**src/rtl/mem_arbiter_pkg.sv**
```systemverilog
// Shared definitions for the SRAM port arbiter: default widths, burst limit
// and the ownership state encoding.
package mem_arbiter_pkg;

    localparam int unsigned ADDR_W_DEF    = 12;
    localparam int unsigned DATA_W_DEF    = 32;
    localparam int unsigned BURST_LEN_DEF = 4;

    typedef enum logic {
        OWN0 = 1'b0,
        OWN1 = 1'b1
    } own_e;

endpackage

```
**src/rtl/mem_arbiter.sv**
```systemverilog
// Two-port arbiter in front of a single-port synchronous SRAM (1-cycle read
// latency). Port 0 is the Wishbone debug port, port 1 the datapath.
module mem_arbiter
    import mem_arbiter_pkg::*;
#(
    parameter int unsigned ADDR_W    = ADDR_W_DEF,
    parameter int unsigned DATA_W    = DATA_W_DEF,
    parameter int unsigned BURST_LEN = BURST_LEN_DEF
) (
    input  logic              clk,
    input  logic              rst_n,
    input  logic              wbs_debug,
    input  logic              p0_req,
    input  logic              p0_we,
    input  logic [ADDR_W-1:0] p0_addr,
    input  logic [DATA_W-1:0] p0_wdata,
    input  logic              p1_req,
    input  logic              p1_we,
    input  logic [ADDR_W-1:0] p1_addr,
    input  logic [DATA_W-1:0] p1_wdata,
    output logic              p0_gnt,
    output logic              p1_gnt,
    output logic              p0_rvalid,
    output logic              p1_rvalid,
    output logic [DATA_W-1:0] p0_rdata,
    output logic [DATA_W-1:0] p1_rdata,
    output logic              mem_csb,
    output logic              mem_web,
    output logic [ADDR_W-1:0] mem_addr,
    output logic [DATA_W-1:0] mem_wdata,
    input  logic [DATA_W-1:0] mem_rdata
);

    localparam int unsigned CNT_W = $clog2(BURST_LEN + 1);

    own_e              state_q, state_d;
    logic [CNT_W-1:0]  cnt_q, cnt_d;
    logic              conflict;
    logic              rvalid0_q, rvalid1_q;
    logic [DATA_W-1:0] rdata0_q, rdata1_q;

    assign conflict = p0_req & p1_req;

    always_ff @(posedge clk or negedge rst_n) begin
        if (!rst_n) begin
            state_q <= OWN1;
            cnt_q   <= '0;
        end else begin
            state_q <= state_d;
            cnt_q   <= cnt_d;
        end
    end

    // cnt_q counts conflict grants already given to the owner; the grant
    // that would make it BURST_LEN hands ownership over instead.
    always_comb begin
        state_d = state_q;
        cnt_d   = '0;
        if (wbs_debug) begin
            cnt_d = cnt_q;
        end else if (conflict) begin
            if (cnt_q == CNT_W'(BURST_LEN - 1)) begin
                state_d = (state_q == OWN0) ? OWN1 : OWN0;
            end else begin
                cnt_d = cnt_q + 1'b1;
            end
        end else if (p0_req) begin
            state_d = OWN0;
        end else if (p1_req) begin
            state_d = OWN1;
        end
    end

    always_comb begin
        p0_gnt = 1'b0;
        p1_gnt = 1'b0;
        if (rst_n) begin
            if (wbs_debug) begin
                p0_gnt = p0_req;
                p1_gnt = p1_req & ~p0_req;
            end else if (conflict) begin
                p0_gnt = (state_q == OWN0);
                p1_gnt = (state_q == OWN1);
            end else begin
                p0_gnt = p0_req;
                p1_gnt = p1_req;
            end
        end
    end

    assign mem_csb   = ~(p0_gnt | p1_gnt);
    assign mem_web   = p0_gnt ? ~p0_we : (p1_gnt ? ~p1_we : 1'b1);
    assign mem_addr  = p0_gnt ? p0_addr : p1_addr;
    assign mem_wdata = p0_gnt ? p0_wdata : p1_wdata;

    always_ff @(posedge clk or negedge rst_n) begin
        if (!rst_n) begin
            rvalid0_q <= 1'b0;
            rvalid1_q <= 1'b0;
            rdata0_q  <= '0;
            rdata1_q  <= '0;
        end else begin
            rvalid0_q <= p0_gnt & ~p0_we;
            rvalid1_q <= p1_gnt & ~p1_we;
            if (rvalid0_q) rdata0_q <= mem_rdata;
            if (rvalid1_q) rdata1_q <= mem_rdata;
        end
    end

    // SRAM data arrives in the rvalid cycle; the registers only hold it afterwards.
    assign p0_rvalid = rvalid0_q;
    assign p1_rvalid = rvalid1_q;
    assign p0_rdata  = rvalid0_q ? mem_rdata : rdata0_q;
    assign p1_rdata  = rvalid1_q ? mem_rdata : rdata1_q;

endmodule

```
**config.mk**
```make
export PLATFORM = sky130hd
export DESIGN_NAME = mem_arbiter
export DESIGN_NICKNAME = d
export VERILOG_FILES = /design/src/rtl/mem_arbiter_pkg.sv /design/src/rtl/mem_arbiter.sv
export SDC_FILE = /design/constraint.sdc
export NUM_CORES = 1
export LEC_CHECK = 0
export CORE_MARGIN = 1.5
export CORE_UTILIZATION = 37
export DETAILED_ROUTE_END_ITERATION = 16
export PLACE_DENSITY = 0.94
export SKIP_LAST_GASP = 1
export SYNTH_ARGS = -nofsm -noshare
export SYNTH_HDL_FRONTEND = slang
export SYNTH_SLANG_ARGS = --single-unit
```
**constraint.sdc**
```tcl
create_clock -name clk -period 4.45 [get_ports clk]
set_input_delay 0.89 -clock clk [delete_from_list [all_inputs] [get_ports clk]]
set_output_delay 0.89 -clock clk [all_outputs]
set_load 0.01 [all_outputs]
```
==> results of run 1 <==
==> metrics by stage <==
step | std cells | hold WS, ns
after floorplan | 216 | 0.449
after global placement | 555 | 0.465
after detailed placement | 555 | 0.468
after CTS | 571 | 0.406
after global routing | 571 | 0.410
final | 571 | 0.413
==> final cells by class <==
class / count / area [µm²] / share of cell area
repair buffers: 244 / 2440 / 0.407
flip-flops and latches: 70 / 1750 / 0.293
multi-input cells: 132 / 1470 / 0.246
clock buffers: 10 / 138 / 0.0230
well taps: 108 / 135 / 0.0226
clock inverters: 6 / 45.0 / 0.00752
inverters: 1 / 3.75 / 0.000627
==> synth_stat cells, drive strengths merged, types with 2 or more instances <==
cell	n	area (µm²)
clkbuf	2	7.51
mux2	108	1320
o21ai	2	10.0
nor2b	3	18.8
dfrtp	69	1730
a21oi	3	15.0
nand2b	3	26.3
buf	11	80.1
nand2	5	18.8
==> cells by family (layout without fill, tap and decap cells) <==
family,count (synthesis),count (layout),share of synthesized area
muxes,109,109,0.400
DFF,70,70,0.528
and+or+nand+nor,14,14,0.0253
buffers and inverters,14,261,0.0275
AOI/OAI and AO/OA,8,8,0.0151
adders and majority gates,1,1,0.00377
==> how the worst min path moves through the flow <==
stage	start	endpoint	slack (ns)	cells after the start
4_1_cts	rst_n	cnt_q[1]	0.41	1
3_3_place_gp	rdata0_q[25]	rdata0_q[25]	0.46	1
6_report	rst_n	p0_rvalid	0.41	1
2_1_floorplan	cnt_q[2]	cnt_q[2]	0.45	1
5_1_grt	rst_n	cnt_q[0]	0.41	1
3_5_place_dp	cnt_q[2]	cnt_q[2]	0.47	1
==> layer usage <==
| layer | up-vias | wire length, µm |
|---|---|---|
| met3 | 19 | 671 |
| met2 | 137 | 6060 |
| li1 | 1258 | - |
| met5 | - | 0 |
| met4 | 0 | 238 |
| met1 | 1356 | 3870 |
==> power by group through the flow <==
stage | logic, mW | clock network, mW | registers (mW)
4_1_cts | 0.817 | 0.484 | 0.804
3_5_place_dp | 0.812 | 0 | 0.817
6_report | 0.807 | 0.463 | 0.802
3_3_place_gp | 0.796 | 0 | 0.804
2_1_floorplan | 0.322 | 0 | 0.799
5_1_grt | 0.855 | 0.507 | 0.816
==> worst max-delay path, stage by stage <==
cell             delay, ns
clkdlybuf4s50_1       0.61
nand2b_4              0.19
o211a_2               0.21
buf_12                0.28
mux2_4                0.33
clkdlybuf4s50_1       0.55
==> sequential cells by signal, summed over array words and instances, names as in the netlist <==
| register | count |
|---|---|
| rdata1_q | 32 |
| cnt_q | 3 |
| p0_rvalid | 1 |
| p1_rvalid | 1 |
| state_q | 1 |
| rdata0_q | 32 |
==> metrics.txt, run 1 <==
status finished, final reports clean; critical path endpoint mem_wdata[6]; final layout net count 586; clock power share 0.224; wire per inst 19.0 µm; Pint 1.50 mW; Worst VDD drop 0.202 mV; Area growth, synth to finish 80.5%; Routed Antenna Nets 0; flop2flop setup slack 2.91 ns; Switch Pwr 574 µW; Period minus WS final 3.95 ns; setup violators final 0; DR iter-0 viols 66; Final Util 0.687; Die Y 97.7 µm; global-route wire length before repair 16600 µm; Port Buffer Count 240; CTS sink count 70; Yosys reg bits 70; Die Area 9550 µm²; R2R depth 4; Sequential Power Share 0.387; Critical path origin wbs_debug; count of final max-slew check failures 0; GRT met1 Usage 0.243; DP HPWL 8550 µm; most used routing layer met2; DR vias 2770; Post-Syn Instances 216; post-route cell area 5990 µm²; Final WS setup 0.496 ns; First-pass DRT Iterations 4; total track usage 0.224; Post-synth top flop dfrtp_1; setup slack at placement 0.502 ns; H-tree depth 3; n_diodes 0; Hold Fails Final Rpt 0; setup TNS 0 ns; RSZ-0062 raised after global routing no; CTS tree yes; vias per cell 4.85; clk_lat worst skew 0.34 ns; initial core utilization 0.380; CP Data Required Time 3.56 ns; GRT met3 Usage 0.0532; post-synthesis sequential area ratio 0.528; largest net degree at the start of global routing 64; CTS Buf Count 9; Power Density 346 nW/µm²; MaxCap Viol Count 0; Placer Congestion 0.958; crit path max fanout 47; fill cell count 607; CTS Root Cell clkbuf_8; most frequent cells in the layout clkdlybuf4s50_1 (239), mux2_2 (74), dfrtp_1 (69); syn nets 344; Post-synth EDFFs 0; reg2reg end cnt_q[0]; layout cells sized above 1 0.272; combinational share of power 0.389; post-route total power 2.07 mW; Switching Fraction 0.277; min-delay worst type input port to asynchronous set/reset pin; final period utilization 0.889; grt total ovfl 0; commonest non-fill, non-tap cell in the layout clkdlybuf4s50_1; initial antenna violation count 0; # hold bufs at CTS 0; CP Capture Type output pin; vias in the first global route 3123; reg-to-reg startpoint cnt_q[0]; cell row count 34; Leak Pwr 2.48 nW; YS warnings 0; Area after DPL 5810 µm²; met2 Usage GRT 0.422; CP Class input port to output pin; DRC 0; actual slew at the worst max-slew pin 0.784 ns; Max Fclk 0.253 GHz; Max-slew headroom 0.478; overall die width 97.7 µm; Post-CTS Setup Bufs 0; Mapped Avg Cell Area 15.4 µm²; CP Launch Type input port; Worst Skew 0.00859 ns; Post-Route WL 10800 µm; area of the mapped netlist 3320 µm²; WP data arrival 3.06 ns; # IOs 241; asr flop ratio synth 1.00; area of the core 8720 µm²; post-synth cell types 23; post_cts resized 0; Worst-path clk slew 0.07 ns; worst-case clock buffer depth 2
No activity file was read; power rests on OpenSTA's default activity.
==> run 2: changes to the inputs <==
- CORE_MARGIN: 1.5 -> 3
==> metrics.txt, run 2 (synthesis gave the netlist of run 1 again) <==
status finished, final reports clean (unchanged); overall die width 101 µm (was 97.7 µm); registers with the most flip-flops rdata0_q x32, rdata1_q x32, cnt_q x3 (unchanged); combinational share of power 0.389 (about the same); Max Fclk 0.252 GHz (was 0.253 GHz); final period utilization 0.892 (was 0.889); Leak Pwr 2.47 nW (was 2.48 nW); Non-Filler Instances 571 (unchanged); most frequent cells in the layout clkdlybuf4s50_1 (239), mux2_2 (74), dfrtp_1 (69) (unchanged); largest net degree at the start of global routing 58 (was 64); count of final max-slew check failures 0 (unchanged); Power Density 348 nW/µm² (was 346 nW/µm²); MaxCap Viol Count 0 (unchanged); initial core utilization 0.392 (was 0.380); WP data arrival 3.08 ns (was 3.06 ns); CP Capture Type output pin (unchanged); CP Class input port to output pin (unchanged); CTS sink count 70 (unchanged); Post-CTS Setup Bufs 0 (unchanged); Crit-path slowest cell clkdlybuf4s50_1 (unchanged); Die Y 101 µm (was 97.7 µm); min-delay worst type flop to flop (was input port to asynchronous set/reset pin); grt total ovfl 0 (unchanged); Switching Fraction 0.287 (was 0.277); cell row count 33 (was 34); CTS Buf Count 9 (unchanged); worst hold margin 0.488 ns (was 0.413 ns); Hold Fails Final Rpt 0 (unchanged); RSZ-0062 raised after global routing no (unchanged); Worst-path clk slew 0.08 ns (was 0.07 ns); final layout net count 587 (was 586); Pint 1.49 mW (was 1.50 mW); Routed Antenna Nets 0 (unchanged); CTS Root Cell clkbuf_8 (unchanged); flop2flop setup slack 2.92 ns (was 2.91 ns); CTS tree yes (unchanged); Placer Congestion 0.840 (was 0.958); Sequential Power Share 0.382 (was 0.387); commonest non-fill, non-tap cell in the layout clkdlybuf4s50_1 (unchanged); wire per inst 19.9 µm (was 19.0 µm); Switch Pwr 599 µW (was 574 µW); Cell Chain, Critical Path clkdlybuf4s50_1 -> nand2b_4 -> o211a_2 -> buf_12 -> mux2_2 -> clkdlybuf4s50_1 (was clkdlybuf4s50_1 -> nand2b_4 -> o211a_2 -> buf_12 -> mux2_4 -> clkdlybuf4s50_1); # hold bufs at CTS 0 (unchanged); CP Data Required Time 3.56 ns (about the same); # IOs 241 (unchanged); CP dominant cell by count clkdlybuf4s50_1 (unchanged); Period minus WS final 3.97 ns (was 3.95 ns); First-pass DRT Iterations 4 (unchanged); DR iter-0 viols 57 (was 66); DRC 0 (unchanged); Worst Skew 0.0165 ns (was 0.00859 ns); worst-case clock buffer depth 2 (unchanged); global-route wire length before repair 17100 µm (was 16600 µm); Max-slew headroom 0.528 (was 0.478); Port Buffer Count 240 (unchanged); area of the core 8460 µm² (was 8720 µm²); post_cts resized 0 (unchanged); vias per cell 4.86 (was 4.85); Area growth, synth to finish 80.8% (was 80.5%); vias in the first global route 3140 (was 3123); crit path max fanout 47 (unchanged); setup violators final 0 (unchanged); total track usage 0.222 (was 0.224); DP HPWL 8990 µm (was 8550 µm); actual slew at the worst max-slew pin 0.709 ns (was 0.784 ns); setup TNS 0 ns (unchanged); Die Area 10100 µm² (was 9550 µm²); fill cell count 576 (was 607); DR vias 2774 (was 2770); H-tree depth 3 (unchanged); Worst VDD drop 0.200 mV (was 0.202 mV); layout cells sized above 1 0.274 (was 0.272); clk_lat worst skew 0.34 ns (about the same); Largest stage delay, worst path 0.60 ns (was 0.61 ns); cell count after placement 553 (was 555); initial antenna violation count 2 (was 0); CP Launch Type input port (unchanged); Post-Route WL 11400 µm (was 10800 µm); clock power share 0.229 (was 0.224)
run 2: routing by layer:
| metal | global-route usage | vias up | wire [µm] |
|---|---|---|---|
| met5 | 0 | - | 0 |
| met4 | 0.0829 | 0 | 295 |
| met3 | 0.0754 | 19 | 929 |
| met2 | 0.397 | 141 | 6110 |
| met1 | 0.241 | 1358 | 4040 |
| li1 | - | 1256 | - |
run 2: final cells by class:
class	instances	area, µm²	area share
timing repair buffer	245	2450	0.408
clock buffer	9	124	0.0206
clock inverter	7	62.6	0.0104
antenna	2	5.00	0.000834
sequential	70	1750	0.292
inverter	1	3.75	0.000626
tap	105	131	0.0219
multi-input combinational	132	1470	0.246
run 2: critical path: cells and delay by family:
| family | cells | cell delay [ns] |
|---|---|---|
| AO/OA/AOI/OAI | 1 | 0.20 |
| buffers and inverters | 3 | 1.40 |
| multiplexers | 1 | 0.39 |
| AND/OR/NAND/NOR | 1 | 0.19 |
run 2: through the flow:
step | total power [mW] | util | setup WS, ns | instance area, µm²
after floorplan | 1.12 | - | 1.73 | 3320
after global placement | 1.60 | 0.686 | 0.577 | 5810
after detailed placement | 1.63 | 0.686 | 0.498 | 5810
after CTS | 2.12 | 0.708 | 0.481 | 6000
after global routing | 2.20 | 0.709 | 0.377 | 6000
final | 2.09 | 0.709 | 0.483 | 6000
run 2: power groups by stage:
stage / combinational, mW / sequential, mW / clock, mW
2_1_floorplan: 0.322 / 0.799 / 0
3_3_place_gp: 0.799 / 0.803 / 0
3_5_place_dp: 0.817 / 0.814 / 0
4_1_cts: 0.824 / 0.802 / 0.493
5_1_grt: 0.864 / 0.813 / 0.522
6_report: 0.812 / 0.799 / 0.478
run 2: final timing paths:
path / from / endpoint / cells past startpoint
min reg2reg: rdata0_q[7] / rdata0_q[7] / 1
max in group asynchronous: rst_n / rdata1_q[0] / 3
max: wbs_debug / mem_addr[1] / 6
min in group asynchronous: rst_n / rdata0_q[3] / 2
min: rdata0_q[7] / rdata0_q[7] / 1
max reg2reg: cnt_q[0] / cnt_q[0] / 4
==> run 3: changes to the inputs <==
- CAP_MARGIN: not set -> 20
==> results of run 3 <==
The final DEF is identical to that of run 2; final timing and power are the same.
